$ cat config.mk
export PLATFORM = sky130hd
export DESIGN_NAME = wishbone_button_poller
export DESIGN_NICKNAME = d
export VERILOG_FILES = /design/src/rtl/wishbone_button_poller.sv
export SDC_FILE = /design/constraint.sdc
export NUM_CORES = 1
export LEC_CHECK = 0
export CAP_MARGIN = 20
export CORE_UTILIZATION = 28
export DETAILED_ROUTE_END_ITERATION = 10
export SLEW_MARGIN = 20
export SYNTH_ARGS = -nofsm -noshare
export SYNTH_HDL_FRONTEND = slang
export SYNTH_SLANG_ARGS = --single-unit
$ cat constraint.sdc
create_clock -name clk -period 4.7 [get_ports clk]
set_input_delay 0.47 -clock clk [delete_from_list [all_inputs] [get_ports clk]]
set_output_delay 0.47 -clock clk [all_outputs]
set_load 0.01 [all_outputs]
$ cat src/rtl/wishbone_button_poller.sv
// ---------------------------------------------------------------------------
// wishbone_button_poller
//
// Wishbone classic initiator that periodically reads the button GPIO data
// register, debounces every returned bit on its own, and presents a stable
// button vector together with one-cycle press/release event pulses.
//
// Optional feature macro: WB_BTN_POLL_IRQ_EN
//   When defined, adds irq_o/irq_clr: a sticky interrupt flag that is set by
//   any press event and cleared by irq_clr (a set beats a clear in the same
//   cycle). When undefined, neither port nor any interrupt logic exists.
//
// Parameters:
//   BTN_ADDR     byte address of the button data register
//   NBTN         number of buttons, taken from dat_i[NBTN-1:0]
//   POLL_DIV     idle cycles between the end of one poll and the next (>=2)
//   DEBOUNCE_CNT consecutive identical reads needed to accept a bit (1..15)
//   ACK_TIMEOUT  bus cycles without ack_i before the read is abandoned (>=1)
//
// Ports:
//   clk          system clock, rising edge
//   rst          asynchronous active-low reset
//   adr_o        Wishbone address (BTN_ADDR during a read, else 0)
//   dat_o        Wishbone write data, tied to 0
//   dat_i        Wishbone read data
//   we_o         write enable, tied to 0
//   sel_o        byte select (2'b11 during a read, else 0)
//   stb_o/cyc_o  strobe / cycle, registered
//   ack_i        responder acknowledge
//   poll_en      enables the poll divider
//   btn_state    debounced button levels
//   btn_press    one-cycle pulse on a debounced 0->1 transition
//   btn_release  one-cycle pulse on a debounced 1->0 transition
//   err_cnt      saturating count of timed-out reads
//   irq_o        (WB_BTN_POLL_IRQ_EN) sticky press interrupt
//   irq_clr      (WB_BTN_POLL_IRQ_EN) interrupt clear
// ---------------------------------------------------------------------------
module wishbone_button_poller #(
    parameter logic [31:0] BTN_ADDR     = 32'h0000_0000,
    parameter int          NBTN         = 4,
    parameter int          POLL_DIV     = 50000,
    parameter int          DEBOUNCE_CNT = 4,
    parameter int          ACK_TIMEOUT  = 16
) (
    input  logic            clk,
    input  logic            rst,
    output logic [31:0]     adr_o,
    output logic [31:0]     dat_o,
    input  logic [31:0]     dat_i,
    output logic            we_o,
    output logic [1:0]      sel_o,
    output logic            stb_o,
    output logic            cyc_o,
    input  logic            ack_i,
    input  logic            poll_en,
    output logic [NBTN-1:0] btn_state,
    output logic [NBTN-1:0] btn_press,
    output logic [NBTN-1:0] btn_release,
`ifdef WB_BTN_POLL_IRQ_EN
    output logic            irq_o,
    input  logic            irq_clr,
`endif
    output logic [7:0]      err_cnt
);

    localparam int DIV_W = $clog2(POLL_DIV);
    localparam int TMO_W = $clog2(ACK_TIMEOUT + 1);

    localparam logic [DIV_W-1:0] DIV_LAST = DIV_W'(POLL_DIV - 1);
    localparam logic [TMO_W-1:0] TMO_LAST = TMO_W'(ACK_TIMEOUT - 1);
    localparam logic [3:0]       DB_MAX   = 4'(DEBOUNCE_CNT);

    typedef enum logic [1:0] {
        IDLE,
        BUS,
        UPDATE
    } fsm_t;

    fsm_t                  fsm_q;
    logic [DIV_W-1:0]      div_q;
    logic [TMO_W-1:0]      tmo_q;
    logic [31:0]           adr_q;
    logic [1:0]            sel_q;
    logic                  cyc_q;
    logic                  stb_q;
    logic [7:0]            err_q;

    logic [NBTN-1:0]       sample_q;
    logic [NBTN-1:0]       cand_q;
    logic [NBTN-1:0]       cand_d;
    logic [NBTN-1:0][3:0]  cnt_q;
    logic [NBTN-1:0][3:0]  cnt_d;
    logic [NBTN-1:0]       level_q;
    logic [NBTN-1:0]       level_d;
    logic [NBTN-1:0]       press_q;
    logic [NBTN-1:0]       press_d;
    logic [NBTN-1:0]       release_q;
    logic [NBTN-1:0]       release_d;

    // Only the low NBTN data bits carry button levels; the rest are ignored.
    logic unused_dat_hi;
    assign unused_dat_hi = ^dat_i[31:NBTN];

    // Debounce next-state. A bit that differs from its candidate restarts the
    // run at 1; a matching bit extends the run, saturating at DEBOUNCE_CNT.
    // Reaching the threshold with a candidate that differs from the accepted
    // level commits the new level and raises the matching event. These
    // values are only committed in UPDATE.
    always_comb begin
        cand_d    = cand_q;
        cnt_d     = cnt_q;
        level_d   = level_q;
        press_d   = '0;
        release_d = '0;
        for (int i = 0; i < NBTN; i++) begin
            if (sample_q[i] != cand_q[i]) begin
                cand_d[i] = sample_q[i];
                cnt_d[i]  = 4'd1;
            end else if (cnt_q[i] < DB_MAX) begin
                cnt_d[i] = cnt_q[i] + 4'd1;
            end
            if ((cnt_d[i] == DB_MAX) && (cand_d[i] != level_q[i])) begin
                level_d[i]   = cand_d[i];
                press_d[i]   = cand_d[i];
                release_d[i] = ~cand_d[i];
            end
        end
    end

    // Poll sequencer: IDLE counts the divider, BUS holds a single read until
    // ack or timeout (ack takes priority), UPDATE commits the debounce step.
    // All bus outputs and event pulses are registered here.
    always_ff @(posedge clk or negedge rst) begin
        if (!rst) begin
            fsm_q     <= IDLE;
            div_q     <= '0;
            tmo_q     <= '0;
            adr_q     <= '0;
            sel_q     <= '0;
            cyc_q     <= 1'b0;
            stb_q     <= 1'b0;
            err_q     <= '0;
            sample_q  <= '0;
            cand_q    <= '0;
            cnt_q     <= '0;
            level_q   <= '0;
            press_q   <= '0;
            release_q <= '0;
        end else begin
            press_q   <= '0;
            release_q <= '0;
            case (fsm_q)
                IDLE: begin
                    if (poll_en) begin
                        if (div_q == DIV_LAST) begin
                            div_q <= '0;
                            tmo_q <= '0;
                            adr_q <= BTN_ADDR;
                            sel_q <= 2'b11;
                            cyc_q <= 1'b1;
                            stb_q <= 1'b1;
                            fsm_q <= BUS;
                        end else begin
                            div_q <= div_q + DIV_W'(1);
                        end
                    end
                end
                BUS: begin
                    if (ack_i) begin
                        sample_q <= dat_i[NBTN-1:0];
                        tmo_q    <= '0;
                        adr_q    <= '0;
                        sel_q    <= '0;
                        cyc_q    <= 1'b0;
                        stb_q    <= 1'b0;
                        fsm_q    <= UPDATE;
                    end else if (tmo_q == TMO_LAST) begin
                        tmo_q <= '0;
                        adr_q <= '0;
                        sel_q <= '0;
                        cyc_q <= 1'b0;
                        stb_q <= 1'b0;
                        if (err_q != 8'hFF) begin
                            err_q <= err_q + 8'd1;
                        end
                        fsm_q <= IDLE;
                    end else begin
                        tmo_q <= tmo_q + TMO_W'(1);
                    end
                end
                UPDATE: begin
                    cand_q    <= cand_d;
                    cnt_q     <= cnt_d;
                    level_q   <= level_d;
                    press_q   <= press_d;
                    release_q <= release_d;
                    fsm_q     <= IDLE;
                end
                default: begin
                    fsm_q <= IDLE;
                end
            endcase
        end
    end

`ifdef WB_BTN_POLL_IRQ_EN
    logic irq_q;

    // Sticky interrupt driven from the registered press pulse, so a clear
    // issued while btn_press is visible loses to the set.
    always_ff @(posedge clk or negedge rst) begin
        if (!rst) begin
            irq_q <= 1'b0;
        end else if (|press_q) begin
            irq_q <= 1'b1;
        end else if (irq_clr) begin
            irq_q <= 1'b0;
        end
    end

    assign irq_o = irq_q;
`endif

    assign adr_o       = adr_q;
    assign dat_o       = '0;
    assign we_o        = 1'b0;
    assign sel_o       = sel_q;
    assign stb_o       = stb_q;
    assign cyc_o       = cyc_q;
    assign btn_state   = level_q;
    assign btn_press   = press_q;
    assign btn_release = release_q;
    assign err_cnt     = err_q;

endmodule

==> flow_metrics.env <==
export IMPL_fin_nets=466
export IMPL_port_buffers=31
export IMPL_rsz0062_at_grt="false"
export IMPL_crit_start="poll_en"
export IMPL_synthMostInstantiatedCell="buf_4"
export IMPL_max_stage_delay_ns=0.57
export IMPL_max_freq_mhz=455
export IMPL_netlist_area_um2=3800
export IMPL_hpwl_um=4760
export IMPL_drive_above_1_share=0.0810
export IMPL_hp_class="in -> async"
export IMPL_cp_top_family="simple AND/OR/NAND/NOR gates"
export IMPL_yosys_warnings=0
export IMPL_area_delta_synth_final_pct=14.0
export IMPL_hold_ws_ns=0.187
export IMPL_synth_top_cell_by_area="dfrtp_1"
export IMPL_p_per_area_nw_per_um2=337
export IMPL_drt_wirelength_per_cell_um=11.0
export IMPL_cp_end_kind="register"
export IMPL_die_y_um=118
export IMPL_crit_path_top_delay_cell="or3b_1"
export IMPL_yosysSeqAreaShare=0.448
export IMPL_period_needed_ns=2.20
export IMPL_cp_required_ns=4.88
export IMPL_cts_tree="yes"
export IMPL_final_antenna_net_count=0
export IMPL_path_clk_slew_ns=0.06
export IMPL_skew_ns=0.00736
export IMPL_p_leak_uw=0.00201
export IMPL_yosys_top_cells_area="dfrtp_1, buf_4, ha_1, xnor2_1, nor2_1"
export IMPL_gr_total_overflow=0
export IMPL_wirelength_um=6570
export IMPL_finalCritPeriodShare=0.468
export IMPL_die_area_um2=14000
export IMPL_clk_latency_ns=0.33
export IMPL_coreArea_um2=13200
export IMPL_antenna_cells=0
export IMPL_cap_violations=0
export IMPL_syn_instance_count=380
export IMPL_synth_main_ff_cell="dfrtp_1"
export IMPL_critPathMaxFanout=12
export IMPL_antenna_found_initial=0
export IMPL_crit_chain="clkdlybuf4s50_1 > or3b_1 > nor4_2 > a31o_2 > a21oi_1"
export IMPL_hold_buffers=0
export IMPL_first_pass_iters=4
export IMPL_syn_area_per_cell_um2=9.99
export IMPL_ios=125
export IMPL_cts_buffer_depth=2
export IMPL_vias=2512
export IMPL_outcome="completed"
export IMPL_final_core_util=0.327
export IMPL_async_flop_share=1.00
export IMPL_grt_pass1_vias=2344
export IMPL_track_usage=0.0980
export IMPL_synth_distinct_cells=51
export IMPL_peakVddDrop_v=0.000167
export IMPL_post_cts_setup_buffer_count=0
export IMPL_drc=0
export IMPL_synth_seq_cells=68
export IMPL_htree_levels=3
export IMPL_reg2regPathDepth=5
export IMPL_die_w_um=118
export IMPL_cts_resized=0
export IMPL_drtIter0Drc=113
export IMPL_finalHoldViolCount=0
export IMPL_cts_sinks=68
export IMPL_worst_setup_path_start_kind="primary input"
export IMPL_start_util=0.287
export IMPL_r2r_start="sample_q[2]$_DFFE_PN0P_"
export IMPL_yosysTopAreaCellShare=0.448
export IMPL_numCtsBuffers=9
export IMPL_crit_type="in -> reg"
export IMPL_synth_edf_count=0
export IMPL_crit_buf_inv=1
export IMPL_via_per_inst=4.21
export IMPL_grt_max_degree=40
export IMPL_cts_root_buffer="clkbuf_16"
export IMPL_setup_viol=0
export IMPL_grt_pass1_wl_um=11000
export IMPL_place_congestion=0.777
export IMPL_fin_setup_tns_ns=0
export IMPL_cp_arrival_ns=2.38
export IMPL_fp_row_count=42
export IMPL_worst_pin_slew_ns=0.727
export IMPL_power_uw=1460
export IMPL_slew_headroom=0.515
export IMPL_worstSetupPathDepth=5
export IMPL_synth_common_cells="buf_4, dfrtp_1, nor2_1"
export IMPL_maxSlewViolCount=0
stage by stage:
stage                     cells  worst slack [ns]  cell area, µm²
after floorplan             444              2.82            4040
after global placement      580              2.19            4040
after detailed placement    580              2.17            4040
after CTS                   596              2.51            4330
after global routing        596              2.39            4330
final                       596              2.50            4330
logic make-up (layout without fill, tap and decap cells):
group	Yosys count	in the layout	share of synthesized area
multiplexers	11	11	0.0310
AND/OR/NAND/NOR	121	121	0.173
other	1	65	0.000988
XOR/XNOR	25	25	0.0577
AO/OA/AOI/OAI	47	47	0.0801
flip-flops	68	68	0.448
adder cells (fa/ha/maj)	15	15	0.0494
buffers and inverters	92	68	0.160
registers in the layout, indices dropped and copies added, names as in the netlist, 5 cells and up:
signal	cells
cnt_q	16
err_cnt	8
tmo_q	5
div_q	16
power by group:
part / internal, µW / switching (µW)
Combinational: 59.0 / 85.5
Clock: 397 / 240
Sequential: 626 / 50.7
Total: 1080 / 377
path summary, 6_finish.rpt:
kind	slack (ns)	to
max	2.50	div_q[15]$_DFFE_PN0P_
min in group clk	0.50	err_cnt[5]$_DFFE_PN0P_
max reg2reg	2.64	btn_release[2]$_DFF_PN0_
min reg2reg	0.50	err_cnt[5]$_DFFE_PN0P_
max in group asynchronous	3.56	tmo_q[2]$_DFFE_PN0P_
min	0.19	btn_release[3]$_DFF_PN0_
routing by layer:
| layer | share of wire | vias to the layer above | global-route usage | routed length [µm] |
|---|---|---|---|---|
| met3 | 0.044 | 6 | 0.0352 | 286 |
| met4 | 0.0078 | 0 | 0.0277 | 51 |
| met2 | 0.47 | 54 | 0.152 | 3100 |
| li1 | - | 1235 | - | - |
| met5 | 0 | - | 0 | 0 |
| met1 | 0.48 | 1217 | 0.128 | 3130 |
final cells by class:
class,instances,area [µm²]
fill,1392,8910
multi-input combinational,284,1730
sequential,68,1700
timing repair buffer,32,313
clock buffer,12,267
tap,176,220
inverter,20,75.1
clock inverter,4,22.5
cell usage in the layout (no fill, tap or decap), types with 3 or more instances in the layout:
cell type / count
mux2i_1: 5
conb_1: 65
o22ai_1: 3
xor2_1: 9
and3_1: 3
nand2_1: 22
ha_1: 15
clkbuf_16: 9
a21oi_1: 10
nor3b_1: 3
clkdlybuf4s50_1: 30
inv_1: 20
nor3_1: 13
xnor2_1: 16
nor2b_1: 5
mux2_2: 6
nand3_1: 14
dfrtp_1: 68
clkbuf_8: 3
nor2_1: 30
clkinv_2: 3
nand4_1: 7
o21ai_0: 15
nor4bb_1: 3
o21a_1: 3
worst register-to-register path, stage by stage (launching register included):
cell      delay [ns]
dfrtp_1         0.43
ha_1            0.40
a211oi_1        0.26
a22oi_1         0.11
or4b_1          0.54
nor3_1          0.22
Power figures use the tool's default switching activity.
